**src/rtl/carriersense_pkg.sv**
```systemverilog
// Shared definitions for the CSMA backoff engine: FSM state names,
// LFSR feedback taps and the default LFSR seed.
package carriersense_pkg;

   // Backoff FSM states; all four 2-bit codes are used
   typedef enum logic [1:0] {
      ST_IDLE      = 2'd0,
      ST_COUNTDOWN = 2'd1,
      ST_SENDING   = 2'd2,
      ST_DROP      = 2'd3
   } cs_state_t;

   // Feedback taps b31, b21, b1, b0 of the 32-bit Fibonacci LFSR
   localparam logic [31:0] LFSR_TAPS         = 32'h8020_0003;
   localparam logic [31:0] LFSR_SEED_DEFAULT = 32'hAAAA_AAAA;

   // Width of the retry counter
   localparam int RETRY_W = 4;

endpackage

```
**src/rtl/backoff_lfsr_window.sv**
```systemverilog
// Pseudo-random source and contention-window logic. Provides the current
// window plus two registered scaled random values: one masked by the
// current window and one masked by the window of the next retry, so a
// collision can load a countdown drawn from the enlarged window.
module backoff_lfsr_window
   import carriersense_pkg::*;
#(
   parameter int          CNT_W     = 32,
   parameter int          MIN_EXP   = 1,
   parameter int          MAX_EXP   = 10,
   parameter logic [31:0] LFSR_SEED = LFSR_SEED_DEFAULT
) (
   input  logic               clk,
   input  logic               rst,
   input  logic               mode,
   input  logic [RETRY_W-1:0] retry_count,
   input  logic [CNT_W-1:0]   max_backoff,
   output logic [CNT_W-1:0]   window,
   output logic [CNT_W-1:0]   random_scaled,
   output logic [CNT_W-1:0]   random_scaled_retry
);

   logic [31:0]      lfsr_reg;
   logic [CNT_W-1:0] random_scaled_reg;
   logic [CNT_W-1:0] random_scaled_retry_reg;
   logic [6:0]       exp_cur;
   logic [6:0]       exp_inc;
   logic [CNT_W-1:0] mask_cur;
   logic [CNT_W-1:0] mask_inc;
   logic [CNT_W-1:0] window_inc;

   // Clamp an exponent to the configured ceiling
   function automatic logic [6:0] cap_exp(input logic [6:0] e);
      return (e > 7'(MAX_EXP)) ? 7'(MAX_EXP) : e;
   endfunction

   assign exp_cur = cap_exp(7'(MIN_EXP) + {3'd0, retry_count});
   assign exp_inc = cap_exp(7'(MIN_EXP) + {3'd0, retry_count} + 7'd1);

   // (1 << exp) - 1 built bit by bit, which stays valid when exp == CNT_W
   generate
      for (genvar gi = 0; gi < CNT_W; gi++) begin : g_mask
         assign mask_cur[gi] = (7'(gi) < exp_cur);
         assign mask_inc[gi] = (7'(gi) < exp_inc);
      end
   endgenerate

   assign window     = mode ? (mask_cur & max_backoff) : max_backoff;
   assign window_inc = mode ? (mask_inc & max_backoff) : max_backoff;

   // LFSR advances every cycle; scaled values are sampled one cycle behind
   always_ff @(posedge clk or negedge rst) begin
      if (!rst) begin
         lfsr_reg                <= LFSR_SEED;
         random_scaled_reg       <= '0;
         random_scaled_retry_reg <= '0;
      end else begin
         lfsr_reg                <= {lfsr_reg[30:0], ^(lfsr_reg & LFSR_TAPS)};
         random_scaled_reg       <= lfsr_reg[CNT_W-1:0] & window;
         random_scaled_retry_reg <= lfsr_reg[CNT_W-1:0] & window_inc;
      end
   end

   assign random_scaled       = random_scaled_reg;
   assign random_scaled_retry = random_scaled_retry_reg;

endmodule

```
**src/rtl/csma_backoff_engine.sv**
```systemverilog
// CSMA backoff engine: gates the TX chain on carrier sense, runs a random
// countdown (fixed or binary-exponential window) before transmitting, and
// retries on collision until the retry limit, after which the frame drops.
module csma_backoff_engine
   import carriersense_pkg::*;
#(
   parameter int          CNT_W     = 32,
   parameter int          MIN_EXP   = 1,
   parameter int          MAX_EXP   = 10,
   parameter int          MAX_RETRY = 7,
   parameter logic [31:0] LFSR_SEED = LFSR_SEED_DEFAULT
) (
   input  logic               clk,
   input  logic               rst,
   input  logic               strobe,
   input  logic               enable,
   input  logic               run_tx,
   input  logic               run_rx,
   input  logic               data_waiting,
   input  logic               mode,
   input  logic               burst_done,
   input  logic               burst_collision,
   input  logic [CNT_W-1:0]   max_backoff,
   input  logic               carrier_present_from_cs,
   output logic               carrier_present_out,
   output logic               backoff_active,
   output logic [RETRY_W-1:0] retry_count,
   output logic [CNT_W-1:0]   window_out,
   output logic               frame_drop
);

   cs_state_t          state_reg;
   logic               carrier_reg;
   logic [CNT_W-1:0]   countdown_reg;
   logic [RETRY_W-1:0] retry_reg;
   logic               frame_drop_reg;
   logic [CNT_W-1:0]   random_scaled;
   logic [CNT_W-1:0]   random_scaled_retry;
   logic               tx_request;

   backoff_lfsr_window #(
      .CNT_W     (CNT_W),
      .MIN_EXP   (MIN_EXP),
      .MAX_EXP   (MAX_EXP),
      .LFSR_SEED (LFSR_SEED)
   ) u_lfsr (
      .clk                 (clk),
      .rst                 (rst),
      .mode                (mode),
      .retry_count         (retry_reg),
      .max_backoff         (max_backoff),
      .window              (window_out),
      .random_scaled       (random_scaled),
      .random_scaled_retry (random_scaled_retry)
   );

   assign tx_request = enable & run_tx & strobe & data_waiting;

   // Backoff FSM with registered carrier gate, retry counter and drop pulse
   always_ff @(posedge clk or negedge rst) begin
      if (!rst) begin
         state_reg      <= ST_IDLE;
         carrier_reg    <= 1'b0;
         countdown_reg  <= '0;
         retry_reg      <= '0;
         frame_drop_reg <= 1'b0;
      end else begin
         frame_drop_reg <= 1'b0;
         case (state_reg)
            ST_IDLE: begin
               carrier_reg <= carrier_present_from_cs;
               if (tx_request) begin
                  if (carrier_reg) begin
                     state_reg     <= ST_COUNTDOWN;
                     countdown_reg <= random_scaled;
                  end else begin
                     state_reg <= ST_SENDING;
                  end
               end
            end
            ST_COUNTDOWN: begin
               carrier_reg <= 1'b1;
               if (!enable) begin
                  state_reg <= ST_IDLE;
                  retry_reg <= '0;
               end else if (countdown_reg == '0) begin
                  // Expired: wait (frozen) until the medium is clear
                  if (!carrier_present_from_cs)
                     state_reg <= ST_SENDING;
               end else if (run_rx && strobe && !carrier_present_from_cs) begin
                  countdown_reg <= countdown_reg - CNT_W'(1);
               end
            end
            ST_SENDING: begin
               carrier_reg <= carrier_present_from_cs;
               if (burst_collision) begin
                  if (retry_reg < RETRY_W'(MAX_RETRY)) begin
                     state_reg     <= ST_COUNTDOWN;
                     retry_reg     <= retry_reg + RETRY_W'(1);
                     countdown_reg <= random_scaled_retry;
                  end else begin
                     state_reg      <= ST_DROP;
                     frame_drop_reg <= 1'b1;
                  end
               end else if (burst_done) begin
                  state_reg <= ST_IDLE;
                  retry_reg <= '0;
               end
            end
            ST_DROP: begin
               carrier_reg <= carrier_present_from_cs;
               retry_reg   <= '0;
               state_reg   <= ST_IDLE;
            end
            default: begin
               state_reg   <= ST_IDLE;
               carrier_reg <= carrier_present_from_cs;
            end
         endcase
      end
   end

   assign carrier_present_out = carrier_reg;
   assign backoff_active      = (state_reg == ST_COUNTDOWN);
   assign retry_count         = retry_reg;
   assign frame_drop          = frame_drop_reg;

endmodule

```
**config.mk**
```make
export PLATFORM = sky130hd
export DESIGN_NAME = csma_backoff_engine
export DESIGN_NICKNAME = d
export VERILOG_FILES = /design/src/rtl/carriersense_pkg.sv /design/src/rtl/backoff_lfsr_window.sv /design/src/rtl/csma_backoff_engine.sv
export SDC_FILE = /design/constraint.sdc
export NUM_CORES = 1
export LEC_CHECK = 0
export ABC_AREA = 1
export BUFFER_PORTS_ARGS = -buffer_cell sky130_fd_sc_hd__buf_4
export CAP_MARGIN = 20
export CORE_UTILIZATION = 63
export CTS_CLUSTER_SIZE = 40
export DETAILED_ROUTE_END_ITERATION = 10
export PLACE_DENSITY = 0.82
export SYNTH_ARGS = -nofsm -noshare
export SYNTH_HDL_FRONTEND = slang
export SYNTH_SLANG_ARGS = --single-unit
```
**constraint.sdc**
```tcl
create_clock -name clk -period 5.75 [get_ports clk]
set_clock_uncertainty 0.05 [all_clocks]
set_input_delay 0.575 -clock clk [delete_from_list [all_inputs] [get_ports clk]]
set_output_delay 0.575 -clock clk [all_outputs]
set_load 0.03 [all_outputs]
```
==> results of run 1 <==
-- power groups by stage --
stage | combinational, W | sequential (W) | clock (W)
global route | 0.00182 | 0.00118 | 0.00111
finish | 0.00163 | 0.00118 | 0.00106
floorplan | 0.00121 | 0.00116 | 0
global placement | 0.00149 | 0.00118 | 0
CTS | 0.00157 | 0.00117 | 0.00107
detailed placement | 0.00153 | 0.00118 | 0
-- layout by cell type, fill, tap and decap left out, drive strengths merged --
master | Yosys | layout
nor3 | 4 | 4
o21a | 1 | 1
a21oi | 44 | 44
or2 | 11 | 11
nand4 | 6 | 6
o21bai | 7 | 7
nand2 | 202 | 202
ha | 10 | 10
nand3 | 60 | 60
inv | 99 | 110
nand3b | 1 | 1
clkinv | 0 | 4
clkbuf | 19 | 17
o21ai | 63 | 63
o22ai | 3 | 3
dfstp | 16 | 16
dlygate4sd3 | 0 | 1
xor2 | 1 | 1
and2 | 1 | 1
xnor2 | 2 | 2
o211ai | 4 | 4
buf | 8 | 86
dfrtp | 120 | 120
and3 | 36 | 36
nor2 | 139 | 139
-- worst paths after layout --
path,start,end,slack (ps),cells after the start
setup reg to reg,state_reg[1]$_DFFE_PN0P_,countdown_reg[21]$_DFFE_PN0P_,2840,10
hold reg to reg,u_lfsr.lfsr_reg[12]$_DFF_PN0_,u_lfsr.lfsr_reg[13]$_DFF_PN1_,330,0
min in group asynchronous,rst,frame_drop$_DFF_PN0_,410,2
hold / removal,carrier_present_from_cs,carrier_present_out$_DFF_PN0_,200,2
max in group asynchronous,rst,u_lfsr.lfsr_reg[15]$_DFF_PN1_,4000,4
setup / recovery,retry_count[0]$_DFFE_PN0P_,window_out[10],2540,9
-- cells by family (layout without fill, tap and decap cells) --
group,after synthesis,after routing,share of synthesized area
AO/OA/AOI/OAI,122,122,0.0967
XOR/XNOR,3,3,0.00390
flip-flops,136,136,0.508
adder cells (fa/ha/maj),10,10,0.0186
AND/OR/NAND/NOR,460,460,0.296
buffers and inverters,126,218,0.0770
-- area by class of cell --
type | instances | area, um2 | share of cell area
Tap cell | 136 | 170 | 0.0211
Inverter | 99 | 372 | 0.0462
Clock inverter | 15 | 171 | 0.0213
Clock buffer | 17 | 414 | 0.0515
Sequential cell | 136 | 3420 | 0.425
Timing Repair Buffer | 87 | 696 | 0.0864
Multi-Input combinational cell | 595 | 2800 | 0.348
-- repair_timing --
action                     CTS  global route
hold buffers                 0             1
setup endpoints to repair    0             0
resized for setup            0             0
hold endpoints to repair     0            15
-- metal layers --
layer,vias to the layer above,wire [um]
met5,-,0
met4,0,297
met3,31,1630
met2,330,7960
met1,2917,8010
li1,2881,-
-- per-stage QoR --
step / cells / setup slack (ps) / power, W
2_1_floorplan: 857 / 3090 / 0.00237
3_3_place_gp: 1050 / 2880 / 0.00268
3_5_place_dp: 1050 / 2750 / 0.00271
4_1_cts: 1082 / 2620 / 0.00381
5_1_grt: 1085 / 2450 / 0.00412
6_report: 1085 / 2540 / 0.00386
==> impl_metrics.tcl, run 1 <==
set metrics [dict create \
    ant_nets 0 \
    grt_overflow 0 \
    use_met2 0.492 \
    htreeDepth 4 \
    leakage_nw 4.38 \
    start_util 0.650 \
    num_vias 6159 \
    grt_util_met1 0.508 \
    post-route-min-period_ps 3210 \
    synthArstFlopShare 1.00 \
    grt_pass1_vias 5788 \
    path_delay_family "buffers and inverters" \
    ios 82 \
    wl_um 17900 \
    grt_pass1_wl_um 28800 \
    clkPwrFrac 0.274 \
    crit_buf_inv 4 \
    worstSetupEndpointType "primary output" \
    finalHoldViolCount 0 \
    synth_top_cells_by_count "199 x nand2_1, 133 x nor2_1, 120 x dfrtp_1" \
    clock-sinks 136 \
    ys.flop_type "dfrtp_1" \
    pwr_density_cell_nw_per_um2 479 \
    finalSetupViolCount 0 \
    clockRootBuffer "clkbuf_8" \
    power_switching_w 0.00172 \
    route.detailed.drc 0 \
    hold-worst-slack_ps 203 \
    synth_area_um2 6740 \
    cp_max_fo 8 \
    avgSynthCellArea_um2 7.87 \
    drive_gt1_frac 0.169 \
    drt_iter0_markers 749 \
    synth_top_area_frac 0.445 \
    cts_tree "yes" \
    ys_seq_area_frac 0.508 \
    setup_tns_ps 0 \
    worst-setup-path-type "flop to primary output" \
    synth_edf_count 0 \
    finalInstanceArea_um2 8050 \
    p_int_w 0.00214 \
    layout.nets 989 \
    seqPwrFrac 0.305 \
    finalMaxSlewViolations 0 \
    die_h_um 105 \
    clock.fmax_ghz 0.312 \
    swShare 0.446 \
    synth.distinct_cells 33 \
    place_area_um2 7400 \
    io_buffers 81 \
    crit_chain "inv_1 -> ha_1 -> inv_1 -> nor2_1 -> inv_1 -> o21ai_0 -> nand2_1 -> a21oi_1 -> buf_4" \
    comb_power_share 0.421 \
    grt_max_degree 91 \
    gp_congestion 0.919 \
    diodes 0 \
    maxCapViolCount 0 \
    top_usage_layer "met1" \
    syn_nets 910 \
    worstPathRequired_ps 5120 \
    critPathLaunchType "flop" \
    synth-seq-cells 136 \
    worst_path_most_repeated_cell "inv_1" \
    fin_crit_sh 0.558 \
    insertion_delay_ps 540 \
    status "completed" \
    core_um2 10400 \
    finish.utilization 0.776 \
    antenna_found_initial 0 \
    yosysMostFrequentCell "nand2_1" \
    grt.total_usage 0.339 \
    hpwl_um 12000 \
    ir_worst_vdd_v 0.000393 \
    yosys-top-cells-area "dfrtp_1 45%, nand2_1 11%, nor2_1 7.4%" \
    numCtsBuffers 17 \
    use_met3 0.0693 \
    avgViaCountPerCell 5.68 \
    rsz0062_at_grt "no" \
    avgRoutedWirePerCell_um 16.5 \
    clk_path_buf_depth 2 \
    worst_pin_slew_ps 926 \
    hold_class "input port to flop" \
    dieWidth_um 105 \
    first_pass_iters 6 \
    synth_cells 857 \
    yosysWarnings 0 \
    die-area_um2 11100 \
    placementRows 37 \
    critical_path_arrival_ps 2590 \
    synth_top_area_cell "dfrtp_1" \
    syn_to_final_growth_pct 19.3 \
    clkTransAtPathRegs_ps 70 \
    critical_path.max_stage_delay_ps 490 \
    cts_setup_buffers 0 \
    cp_slowest_cell "dfrtp_1" \
    nFillCells 695 \
    slew_headroom 0.382 \
]
Power figures use the tool's default switching activity.
==> run 2: changes to the inputs <==
--- a/config.mk
+++ b/config.mk
@@ -8,10 +8,10 @@
 export ABC_AREA = 1
 export BUFFER_PORTS_ARGS = -buffer_cell sky130_fd_sc_hd__buf_4
 export CAP_MARGIN = 20
-export CORE_UTILIZATION = 63
+export CORE_UTILIZATION = 58
 export CTS_CLUSTER_SIZE = 40
 export DETAILED_ROUTE_END_ITERATION = 10
-export PLACE_DENSITY = 0.82
+export PLACE_DENSITY = 0.77
 export SYNTH_ARGS = -nofsm -noshare
 export SYNTH_HDL_FRONTEND = slang
 export SYNTH_SLANG_ARGS = --single-unit
==> constraint.sdc (replaced) <==
create_clock -name clk -period 3.2 [get_ports clk]
set_clock_uncertainty 0.05 [all_clocks]
set_input_delay 0.32 -clock clk [delete_from_list [all_inputs] [get_ports clk]]
set_output_delay 0.32 -clock clk [all_outputs]
set_load 0.03 [all_outputs]
==> run 2 against run 1 <==
- sequential cell count is the same
- first-iteration DRC count shrank 27%
- power grew 82%
- core utilization shrank 6.6 points
- clock-buffer cell count grew 1
- clock power grew 88%
- design area grew 0.25%
- critical path depth shrank 1
- combinational power grew 79%
- wire length shrank 2.7%
- sequential share of layout area shrank 0.11 points
- die area grew 8.4%
- largest cell class unchanged
==> impl_metrics.tcl, run 2 (synthesis results as in run 1) <==
set metrics [dict create \
    wl_um 17400 \
    grt_pass1_vias 5671 \
    clock.fmax_ghz 0.359 \
    die_h_um 110 \
    leakage_nw 4.39 \
    worstSetupEndpointType "primary output" \
    start_util 0.593 \
    p_int_w 0.00402 \
    cts_setup_buffers 0 \
    clkTransAtPathRegs_ps 60 \
    grt_max_degree 90 \
    worst_pin_slew_ps 830 \
    final_cell_mix "199 x nand2_1, 133 x nor2_1, 120 x dfrtp_1, 97 x inv_1, 88 x buf_4" \
    r2r-end "countdown_reg[30]$_DFFE_PN0P_" \
    power_switching_w 0.00300 \
    reg2reg_depth 10 \
    core_um2 11400 \
    cts_resized 0 \
    die-area_um2 12100 \
    endpoint "window_out[0]" \
    r2r_start "state_reg[1]$_DFFE_PN0P_" \
    ir_worst_vdd_v 0.000767 \
    regToRegSetupSlack_ps 710 \
    nFillCells 900 \
    regArea_um2 3420 \
    syn_to_final_growth_pct 19.6 \
    hold-worst-slack_ps 63.8 \
    clock-sinks 136 \
    post-route-min-period_ps 2790 \
    cp-startpoint "retry_count[0]$_DFFE_PN0P_" \
    worstPathRequired_ps 2830 \
    finalHoldViolCount 0 \
    route.detailed.drc 0 \
    layout.nets 992 \
    finalSetupViolCount 0 \
    hold_class "input port to flop" \
    clkPwrFrac 0.284 \
    htreeDepth 4 \
    clk_path_buf_depth 2 \
    drt_iter0_markers 547 \
    status "completed" \
    setup_tns_ps 0 \
    drive_gt1_frac 0.171 \
    gp_congestion 0.953 \
    critical_path_arrival_ps 2420 \
    worst-setup-path-type "flop to primary output" \
    numCtsBuffers 17 \
    clockRootBuffer "clkbuf_16" \
    io_buffers 81 \
    antenna_found_initial 0 \
    swShare 0.427 \
    avgViaCountPerCell 5.53 \
    final_common_cell "nand2_1" \
    hpwl_um 12600 \
    seqPwrFrac 0.301 \
    ant_nets 0 \
    insertion_delay_ps 420 \
    grt_overflow 0 \
    dieWidth_um 110 \
    fin_crit_sh 0.871 \
    dp_cells 1062 \
    cp_max_fo 8 \
    grt_pass1_wl_um 28000 \
    slew_headroom 0.446 \
    num_vias 6052 \
    placementRows 39 \
    pwr_density_cell_nw_per_um2 871 \
    avgRoutedWirePerCell_um 15.9 \
    diodes 0 \
    finalMaxSlewViolations 0 \
    rsz0062_at_grt "no" \
    comb_power_share 0.415 \
    ios 82 \
    first_pass_iters 5 \
    critPathLaunchType "flop" \
    grt.total_usage 0.315 \
    maxCapViolCount 0 \
    cts_tree "yes" \
    multi_input_area_um2 2800 \
    instances_no_fill 1095 \
]
## run 2: worst min-delay path by stage
stage                                             start                            end  slack [ps]  cells past startpoint
after CTS                       carrier_present_from_cs  carrier_present_out$_DFF_PN0_          60                      2
after global routing            carrier_present_from_cs  carrier_present_out$_DFF_PN0_          60                      2
after detailed placement  u_lfsr.lfsr_reg[12]$_DFF_PN0_  u_lfsr.lfsr_reg[13]$_DFF_PN1_         320                      0
final                           carrier_present_from_cs  carrier_present_out$_DFF_PN0_          60                      2
after global placement    u_lfsr.lfsr_reg[14]$_DFF_PN0_  u_lfsr.lfsr_reg[15]$_DFF_PN1_         310                      0
after floorplan                                     rst  carrier_present_out$_DFF_PN0_         -30                      0
## run 2: power by group through the flow
| stage | registers (W) | clock network (W) | logic, W |
|---|---|---|---|
| after floorplan | 0.00208 | 0 | 0.00218 |
| after global placement | 0.00213 | 0 | 0.00278 |
| after detailed placement | 0.00214 | 0 | 0.00283 |
| after CTS | 0.00211 | 0.00201 | 0.00286 |
| after global routing | 0.00214 | 0.00208 | 0.00329 |
| final | 0.00212 | 0.00199 | 0.00292 |
## run 2: area by class of cell
cell class                      count  area share
Clock buffer                       18      0.0544
Clock inverter                     14      0.0202
Inverter                           99      0.0461
Multi-Input combinational cell    595       0.347
Sequential cell                   136       0.424
Tap cell                          143      0.0222
Timing Repair Buffer               90      0.0856
## run 2: metrics by stage
step,utilization,power [W],instance area [um2],worst slack (ps)
after floorplan,-,0.00426,6740,791
after global placement,0.656,0.00490,7460,881
after detailed placement,0.656,0.00497,7460,798
after CTS,0.710,0.00698,8070,410
after global routing,0.710,0.00751,8070,241
final,0.710,0.00703,8070,413
## run 2: what timing repair did
item                                   CTS  global route
setup endpoints to repair                0             0
hold buffers                             1             0
endpoints found under the hold margin   45             0
## run 2: routing by layer
| layer | wire [um] | track usage | vias to the layer above |
|---|---|---|---|
| met3 | 1510 | 0.0860 | 25 |
| met2 | 7430 | 0.452 | 251 |
| met1 | 8230 | 0.468 | 2880 |
| met4 | 238 | 0.0876 | 0 |
| li1 | - | - | 2896 |
| met5 | 0 | 0 | - |
## run 2: critical path, cell delays in order (launching register included)
cell	delay (ps)
dfrtp_1	470
inv_1	180
ha_1	340
inv_1	150
nand3_1	130
or2_2	310
nor2_1	170
nor2_1	60
buf_4	170
